===== src/rtl/run_monitor_pkg.sv =====
// Shared constants for the run monitor: state encoding, default parameters
// and the timing constants used by its simulation harness.
package run_monitor_pkg;

    localparam int unsigned PC_WIDTH_DEF     = 32;
    localparam int unsigned RESET_CYCLES_DEF = 1;
    localparam int unsigned HALT_WINDOW_DEF  = 4;
    localparam int unsigned CYCLE_LIMIT_DEF  = 270;
    localparam int unsigned CNT_WIDTH_DEF    = 16;

    // Reset-hold and stable counters only need to reach 255.
    localparam int unsigned AUX_CNT_WIDTH = 8;

    localparam int unsigned STATE_WIDTH = 2;
    localparam logic [STATE_WIDTH-1:0] ST_IDLE  = 2'd0;
    localparam logic [STATE_WIDTH-1:0] ST_RESET = 2'd1;
    localparam logic [STATE_WIDTH-1:0] ST_RUN   = 2'd2;
    localparam logic [STATE_WIDTH-1:0] ST_DONE  = 2'd3;

    localparam int unsigned SIM_CLK_PERIOD_NS = 10;
    localparam int unsigned SIM_RST_HOLD_NS   = 70;

endpackage


===== src/rtl/run_monitor_counter.sv =====
// Up-counter with synchronous clear, count enable and saturation at all-ones.
module run_monitor_counter
    import run_monitor_pkg::*;
#(
    parameter int unsigned WIDTH = CNT_WIDTH_DEF
) (
    input  logic             clk_i,
    input  logic             rst_ni,
    input  logic             clr_i,
    input  logic             en_i,
    output logic [WIDTH-1:0] count_o
);

    logic [WIDTH-1:0] count_d;
    logic [WIDTH-1:0] count_q;

    always_comb begin
        count_d = count_q;
        if (clr_i) begin
            count_d = '0;
        end else if (en_i && (count_q != {WIDTH{1'b1}})) begin
            count_d = count_q + WIDTH'(1);
        end
    end

    always_ff @(posedge clk_i or negedge rst_ni) begin
        if (!rst_ni) begin
            count_q <= '0;
        end else begin
            count_q <= count_d;
        end
    end

    assign count_o = count_q;

endmodule


===== src/rtl/run_monitor.sv =====
// Holds a core in reset, releases it, then traces pc changes until the pc
// stalls (halt) or the run exceeds its cycle budget (timeout).
module run_monitor
    import run_monitor_pkg::*;
#(
    parameter int unsigned PC_WIDTH     = PC_WIDTH_DEF,
    parameter int unsigned RESET_CYCLES = RESET_CYCLES_DEF,
    parameter int unsigned HALT_WINDOW  = HALT_WINDOW_DEF,
    parameter int unsigned CYCLE_LIMIT  = CYCLE_LIMIT_DEF,
    parameter int unsigned CNT_WIDTH    = CNT_WIDTH_DEF
) (
    input  logic                 clk,
    input  logic                 rst,
    input  logic                 start,
    input  logic [PC_WIDTH-1:0]  pc,
    output logic                 core_rst,
    output logic                 running,
    output logic                 halted,
    output logic                 timeout,
    output logic                 trace_valid,
    output logic [PC_WIDTH-1:0]  trace_pc,
    output logic [CNT_WIDTH-1:0] cycle_count,
    output logic [CNT_WIDTH-1:0] change_count
);

    logic [STATE_WIDTH-1:0]   state_d,        state_q;
    logic                     core_rst_d,     core_rst_q;
    logic                     running_d,      running_q;
    logic                     halted_d,       halted_q;
    logic                     timeout_d,      timeout_q;
    logic                     trace_valid_d,  trace_valid_q;
    logic [PC_WIDTH-1:0]      trace_pc_d,     trace_pc_q;
    logic [CNT_WIDTH-1:0]     change_count_d, change_count_q;
    logic [PC_WIDTH-1:0]      prev_pc_d,      prev_pc_q;
    logic [AUX_CNT_WIDTH-1:0] stable_d,       stable_q;
    logic [AUX_CNT_WIDTH-1:0] rst_cnt_d,      rst_cnt_q;

    logic                     start_ok;
    logic                     first_run;
    logic                     pc_same;
    logic                     pc_changed;
    logic                     halt_hit;
    logic                     limit_hit;
    logic [CNT_WIDTH-1:0]     cycle_cnt;

    run_monitor_counter #(
        .WIDTH (CNT_WIDTH)
    ) u_cycle_cnt (
        .clk_i   (clk),
        .rst_ni  (rst),
        .clr_i   (start_ok),
        .en_i    (state_q == ST_RUN),
        .count_o (cycle_cnt)
    );

    // cycle_cnt is zero only on the first RUN cycle, which just captures pc.
    assign first_run  = (cycle_cnt == '0);
    assign pc_same    = !first_run && (pc == prev_pc_q);
    assign pc_changed = !first_run && (pc != prev_pc_q);
    assign halt_hit   = pc_same && (stable_q == AUX_CNT_WIDTH'(HALT_WINDOW - 2));
    assign limit_hit  = (cycle_cnt == CNT_WIDTH'(CYCLE_LIMIT - 1));

    always_comb begin
        state_d        = state_q;
        core_rst_d     = core_rst_q;
        running_d      = running_q;
        halted_d       = halted_q;
        timeout_d      = timeout_q;
        trace_valid_d  = 1'b0;
        trace_pc_d     = trace_pc_q;
        change_count_d = change_count_q;
        prev_pc_d      = prev_pc_q;
        stable_d       = stable_q;
        rst_cnt_d      = rst_cnt_q;
        start_ok       = 1'b0;

        case (state_q)
            ST_IDLE, ST_DONE: begin
                if (start) begin
                    start_ok       = 1'b1;
                    state_d        = ST_RESET;
                    core_rst_d     = 1'b1;
                    running_d      = 1'b0;
                    halted_d       = 1'b0;
                    timeout_d      = 1'b0;
                    change_count_d = '0;
                    stable_d       = '0;
                    rst_cnt_d      = '0;
                end
            end
            ST_RESET: begin
                if (rst_cnt_q == AUX_CNT_WIDTH'(RESET_CYCLES - 1)) begin
                    state_d    = ST_RUN;
                    core_rst_d = 1'b0;
                    running_d  = 1'b1;
                end else begin
                    rst_cnt_d = rst_cnt_q + AUX_CNT_WIDTH'(1);
                end
            end
            ST_RUN: begin
                prev_pc_d = pc;
                if (pc_same) begin
                    stable_d = stable_q + AUX_CNT_WIDTH'(1);
                end
                // A change on the terminating cycle is dropped: DONE never pulses trace_valid.
                if (halt_hit) begin
                    state_d   = ST_DONE;
                    running_d = 1'b0;
                    halted_d  = 1'b1;
                end else if (limit_hit) begin
                    state_d   = ST_DONE;
                    running_d = 1'b0;
                    timeout_d = 1'b1;
                end else if (pc_changed) begin
                    trace_valid_d = 1'b1;
                    trace_pc_d    = pc;
                    stable_d      = '0;
                    if (change_count_q != {CNT_WIDTH{1'b1}}) begin
                        change_count_d = change_count_q + CNT_WIDTH'(1);
                    end
                end
            end
            default: begin
                state_d = ST_IDLE;
            end
        endcase
    end

    always_ff @(posedge clk or negedge rst) begin
        if (!rst) begin
            state_q        <= ST_IDLE;
            core_rst_q     <= 1'b1;
            running_q      <= 1'b0;
            halted_q       <= 1'b0;
            timeout_q      <= 1'b0;
            trace_valid_q  <= 1'b0;
            trace_pc_q     <= '0;
            change_count_q <= '0;
            prev_pc_q      <= '0;
            stable_q       <= '0;
            rst_cnt_q      <= '0;
        end else begin
            state_q        <= state_d;
            core_rst_q     <= core_rst_d;
            running_q      <= running_d;
            halted_q       <= halted_d;
            timeout_q      <= timeout_d;
            trace_valid_q  <= trace_valid_d;
            trace_pc_q     <= trace_pc_d;
            change_count_q <= change_count_d;
            prev_pc_q      <= prev_pc_d;
            stable_q       <= stable_d;
            rst_cnt_q      <= rst_cnt_d;
        end
    end

    assign core_rst     = core_rst_q;
    assign running      = running_q;
    assign halted       = halted_q;
    assign timeout      = timeout_q;
    assign trace_valid  = trace_valid_q;
    assign trace_pc     = trace_pc_q;
    assign cycle_count  = cycle_cnt;
    assign change_count = change_count_q;

endmodule


===== config.mk =====
export PLATFORM = sky130hd
export DESIGN_NAME = run_monitor
export DESIGN_NICKNAME = d
export VERILOG_FILES = /design/src/rtl/run_monitor_pkg.sv /design/src/rtl/run_monitor_counter.sv /design/src/rtl/run_monitor.sv
export SDC_FILE = /design/constraint.sdc
export NUM_CORES = 1
export LEC_CHECK = 0
export CAP_MARGIN = 20
export CORE_UTILIZATION = 45
export CTS_CLUSTER_SIZE = 20
export DETAILED_ROUTE_END_ITERATION = 8
export PLACE_DENSITY = 0.79
export SYNTH_ARGS = -nofsm -noshare
export SYNTH_HDL_FRONTEND = slang
export SYNTH_SLANG_ARGS = --single-unit

===== constraint.sdc =====
create_clock -name clk -period 2.15 [get_ports clk]
set_clock_uncertainty 0.2 [all_clocks]
set_input_delay 0.5375 -clock clk [delete_from_list [all_inputs] [get_ports clk]]
set_output_delay 0.5375 -clock clk [all_outputs]
set_load 0.01 [all_outputs]

=== After elaboration in Yosys (flattened, before gate mapping) ===
Index checks and enable logic that the tools add are counted.

* Equal/unequal tests: 19
* Add/sub/neg operators: 4
* Reduce and logical (&&, ||, !) cells: 20
* Bitwise operators: 2
* Muxes and demuxes: 40

{| class="wikitable"
|+ Operators by type and width
! cell !! number
|-
| $mux W16 || 7
|-
| $mux W8 || 6
|-
| $add A16 B1 Y16 const B || 2
|-
| $eq A32 B32 Y1 || 1
|-
| $ne A16 B16 Y1 const B || 2
|-
| $ne A32 B32 Y1 || 1
|-
| $pmux W16 S2 || 1
|-
| $pmux W8 S2 || 2
|-
| $ne A2 B2 Y1 const B || 9
|-
| $add A8 B1 Y8 const B || 2
|-
| $eq A16 B9 Y1 const B || 1
|-
| $logic_not A16 Y1 || 1
|-
| $mux W1 || 15
|-
| $reduce_and A3 Y1 || 4
|-
| $eq A8 B2 Y1 const B || 1
|-
| $logic_not A8 Y1 || 1
|-
| $mux W2 || 4
|-
| $reduce_and A4 Y1 || 2
|-
| $pmux W1 S2 || 3
|-
| $pmux W2 S3 || 1
|-
| $reduce_and A6 Y1 || 1
|-
| $reduce_bool A2 Y1 || 3
|-
| $eq A2 B2 Y1 const B || 2
|-
| $logic_and A1 B1 Y1 || 4
|-
| other kinds (8) || 9
|}

* Output and inout bits: 69
* Word-level logic and storage cells: 97
* Input port bits: 35
* Bits in registers: 119

=== Depth between registers and ports, before layout ===
Gate-level depths: netlist of run 1.

* Depth in word-level cells: 8
* Gate-level depth with buffers: 10
* Mapped depth without buffers: 9

=== Cells and area by module ===
Synthesis of run 1 repeated with hierarchy kept, for this count alone.

* Cells, all modules: 511
* Area total of the unflattened synthesis: 5869.4 sq um

{| class="wikitable"
|+ Modules (own cells, without submodules)
! module !! area each (sq um) !! instances !! cells an instance !! sequential area each (sq um)
|-
| run_monitor || 4938.5 || 1 || 417 || 2578.7
|-
| run_monitor_counter || 930.9 || 1 || 94 || 400.4
|}

=== Worst setup path after synthesis of run 1 ===
OpenSTA, ideal clock, no wires.

* Kind: flip-flop to flip-flop
* Start point: register u_cycle_cnt.count_q[0], in the netlist u_cycle_cnt.count_o[0]
* End point: register trace_pc_q[0], in the netlist trace_pc[0]
* Data arrival time: 2.045 ns
* Path buffers: 1
* Cell stages (with the launch flop): 9
* Setup slack: -0.220 ns
* Required time: 1.825 ns
* Clock period less this slack: 2.370 ns
* Library setup time: 0.125 ns
* Cell sequence: dfrtp_1 -> inv_1 -> ha_1 -> or4b_1 -> and2_4 -> a2bb2oi_4 -> nand2_2 -> buf_4 -> mux2_2

* Word-level cells in the longest chain between the ends: 6
* Elaborated cells on any way between the ends: 9
* Classes of those cells: eq/ne: 1; bitwise: 2; reduce/logical: 6

{| class="wikitable"
|+ RTL lines
! element !! RTL line !! RTL
|-
| from (decl) || run_monitor_counter.sv:15 || <nowiki>logic [WIDTH-1:0] count_q;</nowiki>
|-
| from (signal assigned) || run_monitor_counter.sv:30 || <nowiki>count_q <= count_d;</nowiki>
|-
| $logic_not A16 Y1 || run_monitor.sv:57 || <nowiki>assign first_run = (cycle_cnt == '0);</nowiki>
|-
| $logic_not A1 Y1 || run_monitor.sv:58, run_monitor.sv:59 ||
|-
| $logic_and A1 B1 Y1 || run_monitor.sv:58 || <nowiki>assign pc_same = !first_run && (pc == prev_pc_q);</nowiki>
|-
| $logic_and A1 B1 Y1 || run_monitor.sv:60 || <nowiki>assign halt_hit = pc_same && (stable_q == AUX_CNT_WIDTH'(HALT_WINDOW - 2));</nowiki>
|-
| $not A1 Y1 (no line) || - ||
|-
| $reduce_and A4 Y1 (no line) * || - ||
|-
| to (signal assigned) || run_monitor.sv:149 || <nowiki>trace_pc_q <= trace_pc_d;</nowiki>
|-
| to (decl) || run_monitor.sv:32 || <nowiki>logic [PC_WIDTH-1:0] trace_pc_d, trace_pc_q;</nowiki>
|}

Every way passes the cells marked *; elsewhere a longest branch is shown, timed or not.
A chain may end at the register's enable or synchronous reset.

=== Worst setup path after layout of run 1 ===
* Start point: register u_cycle_cnt.count_q[0], in the netlist u_cycle_cnt.count_o[0]
* End point: register trace_pc_q[19], in the netlist trace_pc[19]

Same word-level chain as after synthesis.

==> results of run 1 <==
cell usage in the layout, fill, tap and decap left out, types with 5 or more instances in the layout:
cell type | synthesis | final
sky130_fd_sc_hd__dfrtp_1 | 118 | 118
sky130_fd_sc_hd__buf_4 | 6 | 88
sky130_fd_sc_hd__dlygate4sd2_1 | 0 | 63
sky130_fd_sc_hd__clkdlybuf4s50_1 | 0 | 37
sky130_fd_sc_hd__xor2_1 | 44 | 36
sky130_fd_sc_hd__mux2_2 | 64 | 36
sky130_fd_sc_hd__nor2_1 | 35 | 31
sky130_fd_sc_hd__mux2_4 | 0 | 28
sky130_fd_sc_hd__nand2_1 | 29 | 24
sky130_fd_sc_hd__nand3_1 | 23 | 18
sky130_fd_sc_hd__clkbuf_16 | 0 | 17
sky130_fd_sc_hd__buf_6 | 1 | 15
sky130_fd_sc_hd__nand4_1 | 13 | 13
sky130_fd_sc_hd__a21oi_1 | 24 | 13
sky130_fd_sc_hd__inv_1 | 16 | 11
sky130_fd_sc_hd__a21oi_2 | 1 | 11
sky130_fd_sc_hd__a31oi_1 | 11 | 10
sky130_fd_sc_hd__o21ai_0 | 17 | 9
sky130_fd_sc_hd__xor2_2 | 0 | 8
sky130_fd_sc_hd__and3_1 | 10 | 8
sky130_fd_sc_hd__nor4_2 | 0 | 7
sky130_fd_sc_hd__o21ai_1 | 1 | 7
sky130_fd_sc_hd__xnor2_1 | 7 | 7
sky130_fd_sc_hd__ha_1 | 11 | 7
sky130_fd_sc_hd__inv_2 | 0 | 5
sky130_fd_sc_hd__nor3_1 | 8 | 5
sky130_fd_sc_hd__nand2_2 | 1 | 5
sky130_fd_sc_hd__nand3_2 | 0 | 5
sky130_fd_sc_hd__or4_4 | 0 | 5
sky130_fd_sc_hd__buf_12 | 1 | 5
area by class of cell:
class | count | area share (%)
inverters | 17 | 0.699
repair buffers | 215 | 21.5
flip-flops and latches | 119 | 32.7
multi-input cells | 376 | 36.6
clock inverters | 7 | 0.754
well taps | 172 | 2.36
diodes | 1 | 0.0274
clock buffers | 25 | 5.43
registers in the layout, indices dropped and copies added (netlist names):
register	count
prev_pc_q	32
halted	1
core_rst	1
trace_pc	32
running	1
u_cycle_cnt.count_o	16
change_count	16
trace_valid	1
timeout	1
state_q	2
rst_cnt_q	8
stable_q	8
report_power, final:
part	switching [uW]	internal, uW
sequential	0	2240
combinational	109	70.3
clock	989	1710
total	1100	4020
cells by family after synthesis:
group / count (synthesis) / share of synthesized area (%)
multiplexers: 68 / 12.9
adder cells (fa/ha/maj): 11 / 2.33
flip-flops: 119 / 50.3
buffers and inverters: 34 / 3.09
AO/OA/AOI/OAI: 77 / 8.48
XOR/XNOR: 51 / 7.55
AND/OR/NAND/NOR: 167 / 15.4
per-stage QoR:
stage / instance area [sq um] / utilization, %
after global routing: 9120 / 71.7
after detailed placement: 7760 / 61.0
after CTS: 8630 / 67.8
after global placement: 7760 / 61.0
after floorplan: 5960 / -
final: 9120 / 71.7
timing repair:
action | in CTS | in global routing
pin swaps | 52 | 44
buffers inserted | 12 | 14
hold buffers | 1 | 0
cloned | 2 | 2
endpoints found under the hold margin | 18 | 0
endpoints found under the setup margin | 99 | 103
resized for setup | 129 | 86
metal layers:
metal,GRT usage (%),wire [um],up-vias
met5,0,0,-
met4,11.7,394,0
met3,6.07,789,38
met2,41.3,8550,152
met1,28.5,6730,2545
li1,-,-,2328
worst min-delay path by stage:
stage,start,endpoint,cells past startpoint,slack [ns]
floorplan,rst,change_count[0],0,0.04
detailed placement,rst,change_count[15],1,0.25
global route,trace_pc[4],trace_pc[4],1,0.33
finish,trace_pc[23],trace_pc[23],1,0.30
global placement,rst,change_count[15],1,0.25
CTS,trace_pc[23],trace_pc[23],1,0.31
==> impl_metrics.csv, run 1 <==
group,metric,value,unit
final_layout,n_fill_cell,889,
final_layout,post_route_cells_drive_above_1_share,39.5,%
synthesis,netlist.area_leader.share,49.9,%
pwr,total_power,5120,uW
placement,routabilityCongestion,0.853,
floorplanning,core.rowCount,41,
sta,final_min_period_over_clock_period,114,%
critical_path,crit_top_cell,"sky130_fd_sc_hd__buf_6",
clock_tree,clk_transition_reported_paths,0.05,ns
global_routing,grt_start_max_net_pins,42,
sta,slew_headroom,66.4,%
sta,worst_slack,-0.300,ns
sta,max_slew_violation_count,0,
floorplanning,die_area,0.0136,sq mm
critical_path,worstReg2RegStart,"u_cycle_cnt.count_o[0]",
synthesis,post_synth_net_total,573,
status,failed_checks,"negative setup slack",
global_routing,first_global_vias,5224,
final_layout,flow.area_growth_from_synthesis,54.1,%
floorplanning,initial_utilization,46.5,%
floorplanning,die_height,117,um
critical_path,r2r_depth,9,
route,drt-pass1-iter-count,5,
placement,post-dp-hpwl,10.6,mm
synthesis,synth_commonest_cells,"118 x sky130_fd_sc_hd__dfrtp_1, 64 x sky130_fd_sc_hd__mux2_2, 44 x sky130_fd_sc_hd__xor2_1, 35 x sky130_fd_sc_hd__nor2_1, 29 x sky130_fd_sc_hd__nand2_1",
route,detail_route.iter0.violations,307,
critical_path,critPathMaxStageDelay,0.45,ns
synthesis,post_synth_num_cell_types,64,
sta,finalHoldViolCount,0,
clock_tree,number_of_cts_inserted_buffers,17,
synthesis,synthFlopType,"sky130_fd_sc_hd__dfrtp_1",
synthesis,post_synth_inst_count,527,
final_layout,final_nets,792,
critical_path,crit_family,"simple AND/OR/NAND/NOR gates",
route,num_vias,5063,
clock_tree,cts_htree_levels,4,
sta,tightestPinTransition,0.496,ns
sta,worst_hold_slack_across_all_endpoints,0.305,ns
final_layout,multi_input_gate_area,0.00334,sq mm
route,via_per_inst,5.43,
synthesis,synth_top_cells_by_area,"sky130_fd_sc_hd__dfrtp_1 50%, sky130_fd_sc_hd__mux2_2 12%, sky130_fd_sc_hd__xor2_1 6.5%, sky130_fd_sc_hd__ha_1 2.3%, sky130_fd_sc_hd__nor2_1 2.2%",
clock_tree,clk_root_buffer_cell,"sky130_fd_sc_hd__clkbuf_16",
critical_path,critical_path_depth,9,
pwr,power_density,561,mW/mm^2
global_routing,antenna_violations_before_repair,1,
route,wl,16.5,mm
critical_path,critical_path.reg2reg.endpoint,"trace_pc[19]",
sta,grt_setup_unrepaired,"yes",
global_routing,gr-total-overflow,0,
route,drt_drc_violations_left,0,
placement,post-place-cells,871,
synthesis,synth-seq-area-share,50.3,%
flow_run,cap_violations,0,
synthesis,post_synth_design_cell_area,0.00592,sq mm
critical_path,cp_slowest_cell,"sky130_fd_sc_hd__or4b_4",
clock_tree,clock_tree.buffer_depth,2,
critical_path,start_kind,"flip-flop",
route,routed_antenna_nets,0,
critical_path,endpoint_kind,"flip-flop",
synthesis,ys_ff_latch,119,
pwr,vdd_ir_drop_max,0.544,mV
floorplanning,pin_count,104,
global_routing,grt_util_all_layers,24.2,%
critical_path,path_buf_inv,3,
synthesis,synth.largest_area_cell,"sky130_fd_sc_hd__dfrtp_1",
synthesis,number_of_enable_type_register_cells_in_the_synthesized_netlist,0,
critical_path,regToRegSetupSlack,-0.30,ns
floorplanning,core,0.0127,sq mm
clock_tree,cts_tree,"done",
sta,setup_total_negative_slack,-14.68,ns
status,outcome,"finished, violations left",
critical_path,setup.worst_path.class,"reg2reg",
critical_path,timing.critical_path.cells,"inv_2, ha_4, or4b_4, and2_4, a2bb2oi_4, buf_6, nand2_8, buf_6, mux2_2",
clock_tree,clk_latency,0.42,ns
global_routing,grt_pass1_wl,25.0,mm
synthesis,syn-mean-instance-area,11.2,sq um
final_layout,register_area,0.00298,sq mm
critical_path,worstPathMaxFanout,6,
sta,fmax,0.408,GHz
final_layout,post_layout_nonfiller_instances,932,
placement,place_ws,-1.11,ns
synthesis,share_of_flip_flops_with_an_asynchronous_set_or_reset_after_synthesis,100,%
pwr,cellLeakagePower,0.00425,uW
critical_path,worstPathArrival,2.55,ns
worst_hold_path,hold_path.class,"reg2reg",
placement,io_buffers,103,
floorplanning,die_width,117,um
critical_path,setup_crit_start,"u_cycle_cnt.count_o[0]",
critical_path,worst_setup_path_endpoint,"trace_pc[19]",
clock_tree,clock_sink_count,119,
critical_path,timing.critical_path.required,2.25,ns
sta,period_minus_slack,2.45,ns
synthesis,ys.warnings.count,0,
synthesis,synth.most_common_cell,"sky130_fd_sc_hd__dfrtp_1",
route,route.detailed.wl_per_inst,17.7,um
sta,report.final.setup_viol,61,
No activity file was read; power rests on OpenSTA's default activity.
==> run 2: changes to the inputs <==
--- a/config.mk
+++ b/config.mk
@@ -7,9 +7,10 @@
 export LEC_CHECK = 0
 export CAP_MARGIN = 20
 export CORE_UTILIZATION = 45
+export CTS_CLUSTER_DIAMETER = 40
 export CTS_CLUSTER_SIZE = 20
 export DETAILED_ROUTE_END_ITERATION = 8
-export PLACE_DENSITY = 0.79
+export PLACE_DENSITY = 0.73
 export SYNTH_ARGS = -nofsm -noshare
 export SYNTH_HDL_FRONTEND = slang
 export SYNTH_SLANG_ARGS = --single-unit
==> impl_metrics.csv, run 2 (synthesis gave the netlist of run 1 again) <==
group,metric,value,unit
status,outcome,"finished, violations left",
status,failed_checks,"negative setup slack",
route,via_per_inst,5.46,
pwr,power_density,594,mW/mm^2
pwr,power_frac_seq,41.1,%
final_layout,flow.area_growth_from_synthesis,55.1,%
pwr,vdd_ir_drop_max,0.476,mV
global_routing,grt_pass1_wl,25.0,mm
critical_path,endpoint_kind,"flip-flop",
sta,report.final.setup_viol,62,
critical_path,crit_family,"simple AND/OR/NAND/NOR gates",
critical_path,critPathMaxStageDelay,0.46,ns
critical_path,start_kind,"flip-flop",
floorplanning,initial_utilization,46.5,%
route,routed_antenna_nets,0,
route,drt-pass1-iter-count,4,
route,drt_drc_violations_left,0,
critical_path,r2r_depth,11,
critical_path,worstPathArrival,2.60,ns
route,detail_route.iter0.violations,307,
final_layout,post_route_cells_drive_above_1_share,39.1,%
critical_path,critical_path.reg2reg.endpoint,"stable_q[3]",
global_routing,grt_util_all_layers,24.2,%
final_layout,post-route-util,72.2,%
critical_path,setup.worst_path.class,"reg2reg",
floorplanning,core.rowCount,41,
final_layout,n_antenna_cell,0,
clock_tree,clk_root_buffer_cell,"sky130_fd_sc_hd__clkbuf_16",
placement,place_ws,-1.05,ns
global_routing,grt_start_max_net_pins,80,
route,num_vias,5052,
floorplanning,pin_count,104,
critical_path,timing.critical_path.cells,"inv_2, ha_4, or4b_4, and2_4, a2bb2oi_4, buf_6, buf_6, nor2_4, buf_6, a21oi_1, o21ai_1",
critical_path,regToRegSetupSlack,-0.32,ns
sta,final_min_period_over_clock_period,115,%
sta,setup_total_negative_slack,-14.96,ns
route,wl,16.2,mm
clock_tree,clock_tree.buffer_depth,2,
sta,worst_slack,-0.320,ns
sta,finalHoldViolCount,0,
global_routing,antenna_violations_before_repair,0,
final_layout,final_nets,788,
critical_path,worstPathMaxFanout,6,
placement,place_area,0.00769,sq mm
sta,slew_headroom,56.7,%
pwr,p_sw_share,20.5,%
pwr,total_power,5450,uW
sta,fmax,0.405,GHz
placement,io_buffers,103,
critical_path,worstReg2RegStart,"u_cycle_cnt.count_o[1]",
critical_path,crit_top_cell,"sky130_fd_sc_hd__buf_6",
clock_tree,clk_transition_reported_paths,0.06,ns
floorplanning,die_height,117,um
flow_run,cap_violations,0,
pwr,p_clk_share,55.8,%
clock_tree,cts_tree,"done",
pwr,net-switching-power,1120,uW
floorplanning,die_width,117,um
global_routing,gr-total-overflow,0,
critical_path,timing.critical_path.required,2.28,ns
worst_hold_path,hold_path.class,"in2async",
placement,routabilityCongestion,0.890,
final_layout,layout.cells.most_common,"sky130_fd_sc_hd__dfrtp_1",
sta,tightestPinTransition,0.640,ns
floorplanning,core,0.0127,sq mm
final_layout,finish.instance_area,0.00918,sq mm
global_routing,first_global_vias,5115,
sta,period_minus_slack,2.47,ns
final_layout,final_cell_mix,"115 x sky130_fd_sc_hd__dfrtp_1, 86 x sky130_fd_sc_hd__buf_4, 58 x sky130_fd_sc_hd__dlygate4sd2_1",
pwr,combPwrFrac,3.1,%
clock_tree,clock_sink_count,119,
sta,grt_setup_unrepaired,"yes",
critical_path,cp_slowest_cell,"sky130_fd_sc_hd__or4b_4",
pwr,internal_power,4340,uW
clock_tree,number_of_cts_inserted_buffers,17,
critical_path,path_buf_inv,4,
sta,max_slew_violation_count,0,
route,route.detailed.wl_per_inst,17.5,um
placement,post-dp-hpwl,10.1,mm
pwr,cellLeakagePower,0.00433,uW
floorplanning,die_area,0.0136,sq mm
clock_tree,cts_htree_levels,4,
clock_tree,clk_latency,0.42,ns
run 2: changes by cell type in the layout (fill, tap and decap cells not counted), moves of 4 or more:
| cell | before | now |
|---|---|---|
| sky130_fd_sc_hd__xor2_2 | 8 | 1 |
| sky130_fd_sc_hd__dlygate4sd2_1 | 63 | 58 |
| sky130_fd_sc_hd__mux2_4 | 28 | 32 |
| sky130_fd_sc_hd__xor2_1 | 36 | 43 |
| sky130_fd_sc_hd__mux2_2 | 36 | 32 |
run 2: cell type report:
cell class	instances	area, sq um
Clock buffer	21	470
Timing Repair Buffer	212	1950
Multi-Input combinational cell	375	3330
Clock inverter	10	170
Inverter	17	63.8
Sequential cell	119	2980
Tap cell	172	215
Fill cell	902	3540
run 2: repair_timing:
action	CTS	global route
setup endpoints to repair	93	82
pin swaps	43	39
hold endpoints to repair	46	0
gates resized for setup	140	74
setup buffers	21	7
hold buffers	1	0
cloned	3	2
run 2: worst max path at each step:
stage	start	to	slack [ns]	cells past startpoint
after floorplan	u_cycle_cnt.count_o[0]	trace_pc[0]	-0.14	8
after global placement	pc[27]	change_count[10]	-0.98	8
after detailed placement	pc[27]	change_count[11]	-1.05	8
after CTS	u_cycle_cnt.count_o[0]	trace_pc[14]	-0.26	9
after global routing	u_cycle_cnt.count_o[1]	stable_q[3]	-0.41	11
final	u_cycle_cnt.count_o[1]	stable_q[3]	-0.32	11
run 2: per-layer routing:
| layer | track usage (%) | routed length, um |
|---|---|---|
| met1 | 29.4 | 6720 |
| met5 | 0 | 0 |
| met3 | 7.01 | 790 |
| met2 | 41.0 | 8410 |
| met4 | 8.78 | 283 |
run 2: power groups by stage:
stage | Clock [uW] | Sequential (uW) | Combinational, uW
finish | 3040 | 2240 | 170
global route | 3180 | 2240 | 188
CTS | 3080 | 2240 | 168
detailed placement | 0 | 2280 | 177
global placement | 0 | 2280 | 173
floorplan | 0 | 2280 | 27.6
run 2: per-stage QoR:
step	hold WS, ns	cells
6_report	0.288	926
5_1_grt	0.279	926
4_1_cts	0.262	918
3_5_place_dp	0.143	863
3_3_place_gp	0.143	863
2_1_floorplan	0.0419	527
==> run 3: changes to the inputs <==
--- a/config.mk
+++ b/config.mk
@@ -6,11 +6,13 @@
 export NUM_CORES = 1
 export LEC_CHECK = 0
 export CAP_MARGIN = 20
+export CORE_ASPECT_RATIO = 1.4
 export CORE_UTILIZATION = 45
 export CTS_CLUSTER_DIAMETER = 40
 export CTS_CLUSTER_SIZE = 20
 export DETAILED_ROUTE_END_ITERATION = 8
 export PLACE_DENSITY = 0.73
+export SLEW_MARGIN = 20
 export SYNTH_ARGS = -nofsm -noshare
 export SYNTH_HDL_FRONTEND = slang
 export SYNTH_SLANG_ARGS = --single-unit
==> impl_metrics.csv, run 3 (synthesis gave the netlist of run 1 again) <==
group,metric,value,unit
sta,grt_setup_unrepaired,"yes",
pwr,vdd_ir_drop_max,0.537,mV
route,via_per_inst,5.76,
final_layout,layout.cells.most_common,"sky130_fd_sc_hd__dfrtp_1",
clock_tree,cts_htree_levels,4,
placement,routabilityCongestion,0.870,
sta,slew_headroom,56.5,%
final_layout,post-route-util,71.9,%
sta,report.final.setup_viol,64,
clock_tree,cts_tree,"done",
sta,final_min_period_over_clock_period,120,%
placement,io_buffers,103,
critical_path,start_kind,"flip-flop",
global_routing,first_global_vias,5466,
sta,max_slew_violation_count,0,
final_layout,post_route_cells_drive_above_1_share,40.5,%
critical_path,regToRegSetupSlack,-0.43,ns
sta,fmax,0.388,GHz
final_layout,flow.area_growth_from_synthesis,55.7,%
clock_tree,number_of_cts_inserted_buffers,17,
worst_hold_path,worstHoldEndpoint,"trace_pc[12]",
final_layout,n_antenna_cell,0,
clock_tree,clk_latency,0.42,ns
route,routed_antenna_nets,0,
sta,finalHoldViolCount,0,
worst_hold_path,hold_path.class,"reg2reg",
critical_path,r2r_depth,9,
pwr,power_density,575,mW/mm^2
route,drt_drc_violations_left,0,
sta,worst_slack,-0.428,ns
final_layout,finish.instance_area,0.00921,sq mm
clock_tree,clock_sink_count,119,
status,failed_checks,"negative setup slack",
clock_tree,clk_transition_reported_paths,0.06,ns
global_routing,gr-total-overflow,0,
final_layout,final_cell_mix,"117 x sky130_fd_sc_hd__dfrtp_1, 92 x sky130_fd_sc_hd__buf_4, 57 x sky130_fd_sc_hd__dlygate4sd2_1",
floorplanning,die_width,98.9,um
global_routing,grt_pass1_wl,26.7,mm
critical_path,critical_path.reg2reg.endpoint,"stable_q[4]",
placement,place_area,0.00769,sq mm
worst_hold_path,holdCritStartpoint,"trace_pc[12]",
sta,period_minus_slack,2.58,ns
floorplanning,initial_utilization,46.2,%
clock_tree,clk_root_buffer_cell,"sky130_fd_sc_hd__clkbuf_16",
route,route.detailed.wl_per_inst,20.1,um
global_routing,grt_util_all_layers,25.3,%
global_routing,grt_start_max_net_pins,43,
route,num_vias,5292,
critical_path,worstReg2RegStart,"prev_pc_q[26]",
floorplanning,core.rowCount,49,
global_routing,antenna_violations_before_repair,0,
floorplanning,pin_count,104,
critical_path,timing.critical_path.required,2.28,ns
route,wl,18.5,mm
critical_path,worstPathMaxFanout,6,
pwr,cellLeakagePower,0.00431,uW
worst_hold_path,min_delay_path_depth,1,
floorplanning,die_height,138,um
final_layout,final_nets,799,
route,detail_route.iter0.violations,259,
critical_path,endpoint_kind,"flip-flop",
status,outcome,"finished, violations left",
floorplanning,die_area,0.0136,sq mm
sta,tightestPinTransition,0.643,ns
floorplanning,core,0.0128,sq mm
route,drt-pass1-iter-count,5,
flow_run,cap_violations,0,
critical_path,setup.worst_path.class,"reg2reg",
clock_tree,clock_tree.buffer_depth,2,
placement,post-dp-hpwl,10.4,mm
critical_path,worstPathArrival,2.71,ns
-- run 3: changes by cell type in the layout (fill, tap and decap cells not counted), moves of 3 or more --
cell / change
sky130_fd_sc_hd__a21oi_2: +3
sky130_fd_sc_hd__buf_12: +4
sky130_fd_sc_hd__buf_4: +6
sky130_fd_sc_hd__clkbuf_8: -3
sky130_fd_sc_hd__clkdlybuf4s50_1: +4
sky130_fd_sc_hd__inv_6: +6
sky130_fd_sc_hd__nor4_1: +3
-- run 3: how the worst max path moves through the flow --
stage,startpoint,to
3_3_place_gp,pc[8],change_count[10]
6_report,prev_pc_q[26],stable_q[4]
3_5_place_dp,pc[8],change_count[8]
2_1_floorplan,u_cycle_cnt.count_o[0],trace_pc[0]
4_1_cts,u_cycle_cnt.count_o[0],trace_pc[17]
5_1_grt,prev_pc_q[2],stable_q[4]
-- run 3: area by class of cell --
class	count	area (sq um)
timing repair buffer	223	2070
fill	797	3600
sequential	119	2980
clock buffer	17	425
multi-input combinational	375	3320
inverter	17	63.8
clock inverter	15	169
tap	153	191
-- run 3: what timing repair did --
item / in CTS / in global routing
pin swaps: 53 / 38
endpoints found under the setup margin: 92 / 83
resized for setup: 133 / 81
cloned: 4 / 1
buffers inserted: 19 / 17
hold endpoints to repair: 19 / 0
hold buffers: 1 / 0
-- run 3: where the power goes --
part | leakage, uW | internal [uW] | switching, uW
registers | 0.00153 | 2240 | 0
clock network | 0.000278 | 1730 | 1150
logic | 0.00250 | 67.6 | 106
total | 0.00431 | 4040 | 1260
-- run 3: critical path, cell delays in order (launching register included) --
cell	delay [ns]
sky130_fd_sc_hd__dfrtp_1	0.42
sky130_fd_sc_hd__xor2_2	0.21
sky130_fd_sc_hd__nor4_2	0.36
sky130_fd_sc_hd__buf_4	0.18
sky130_fd_sc_hd__nand4_1	0.19
sky130_fd_sc_hd__nor3_4	0.25
sky130_fd_sc_hd__buf_6	0.16
sky130_fd_sc_hd__nand4_1	0.15
sky130_fd_sc_hd__o21ba_1	0.21
sky130_fd_sc_hd__a31oi_1	0.15
-- run 3: metrics by stage --
stage | hold slack (ns) | total power (uW) | instances | worst slack [ns] | TNS, ns
finish | 0.307 | 5300 | 919 | -0.428 | -20.62
global route | 0.331 | 5430 | 919 | -0.573 | -25.44
CTS | 0.305 | 5290 | 904 | -0.263 | -13.15
detailed placement | 0.269 | 2460 | 848 | -0.979 | -54.29
global placement | 0.266 | 2460 | 848 | -0.895 | -51.92
floorplan | 0.0419 | 2310 | 527 | -0.138 | -5.85
-- run 3: per-layer routing --
| metal | wire length, um | up-vias | GRT usage, % |
|---|---|---|---|
| li1 | - | 2349 | - |
| met1 | 6710 | 2656 | 27.5 |
| met2 | 10200 | 236 | 47.4 |
| met3 | 948 | 51 | 4.87 |
| met4 | 588 | 0 | 11.2 |
| met5 | 0 | - | 0 |
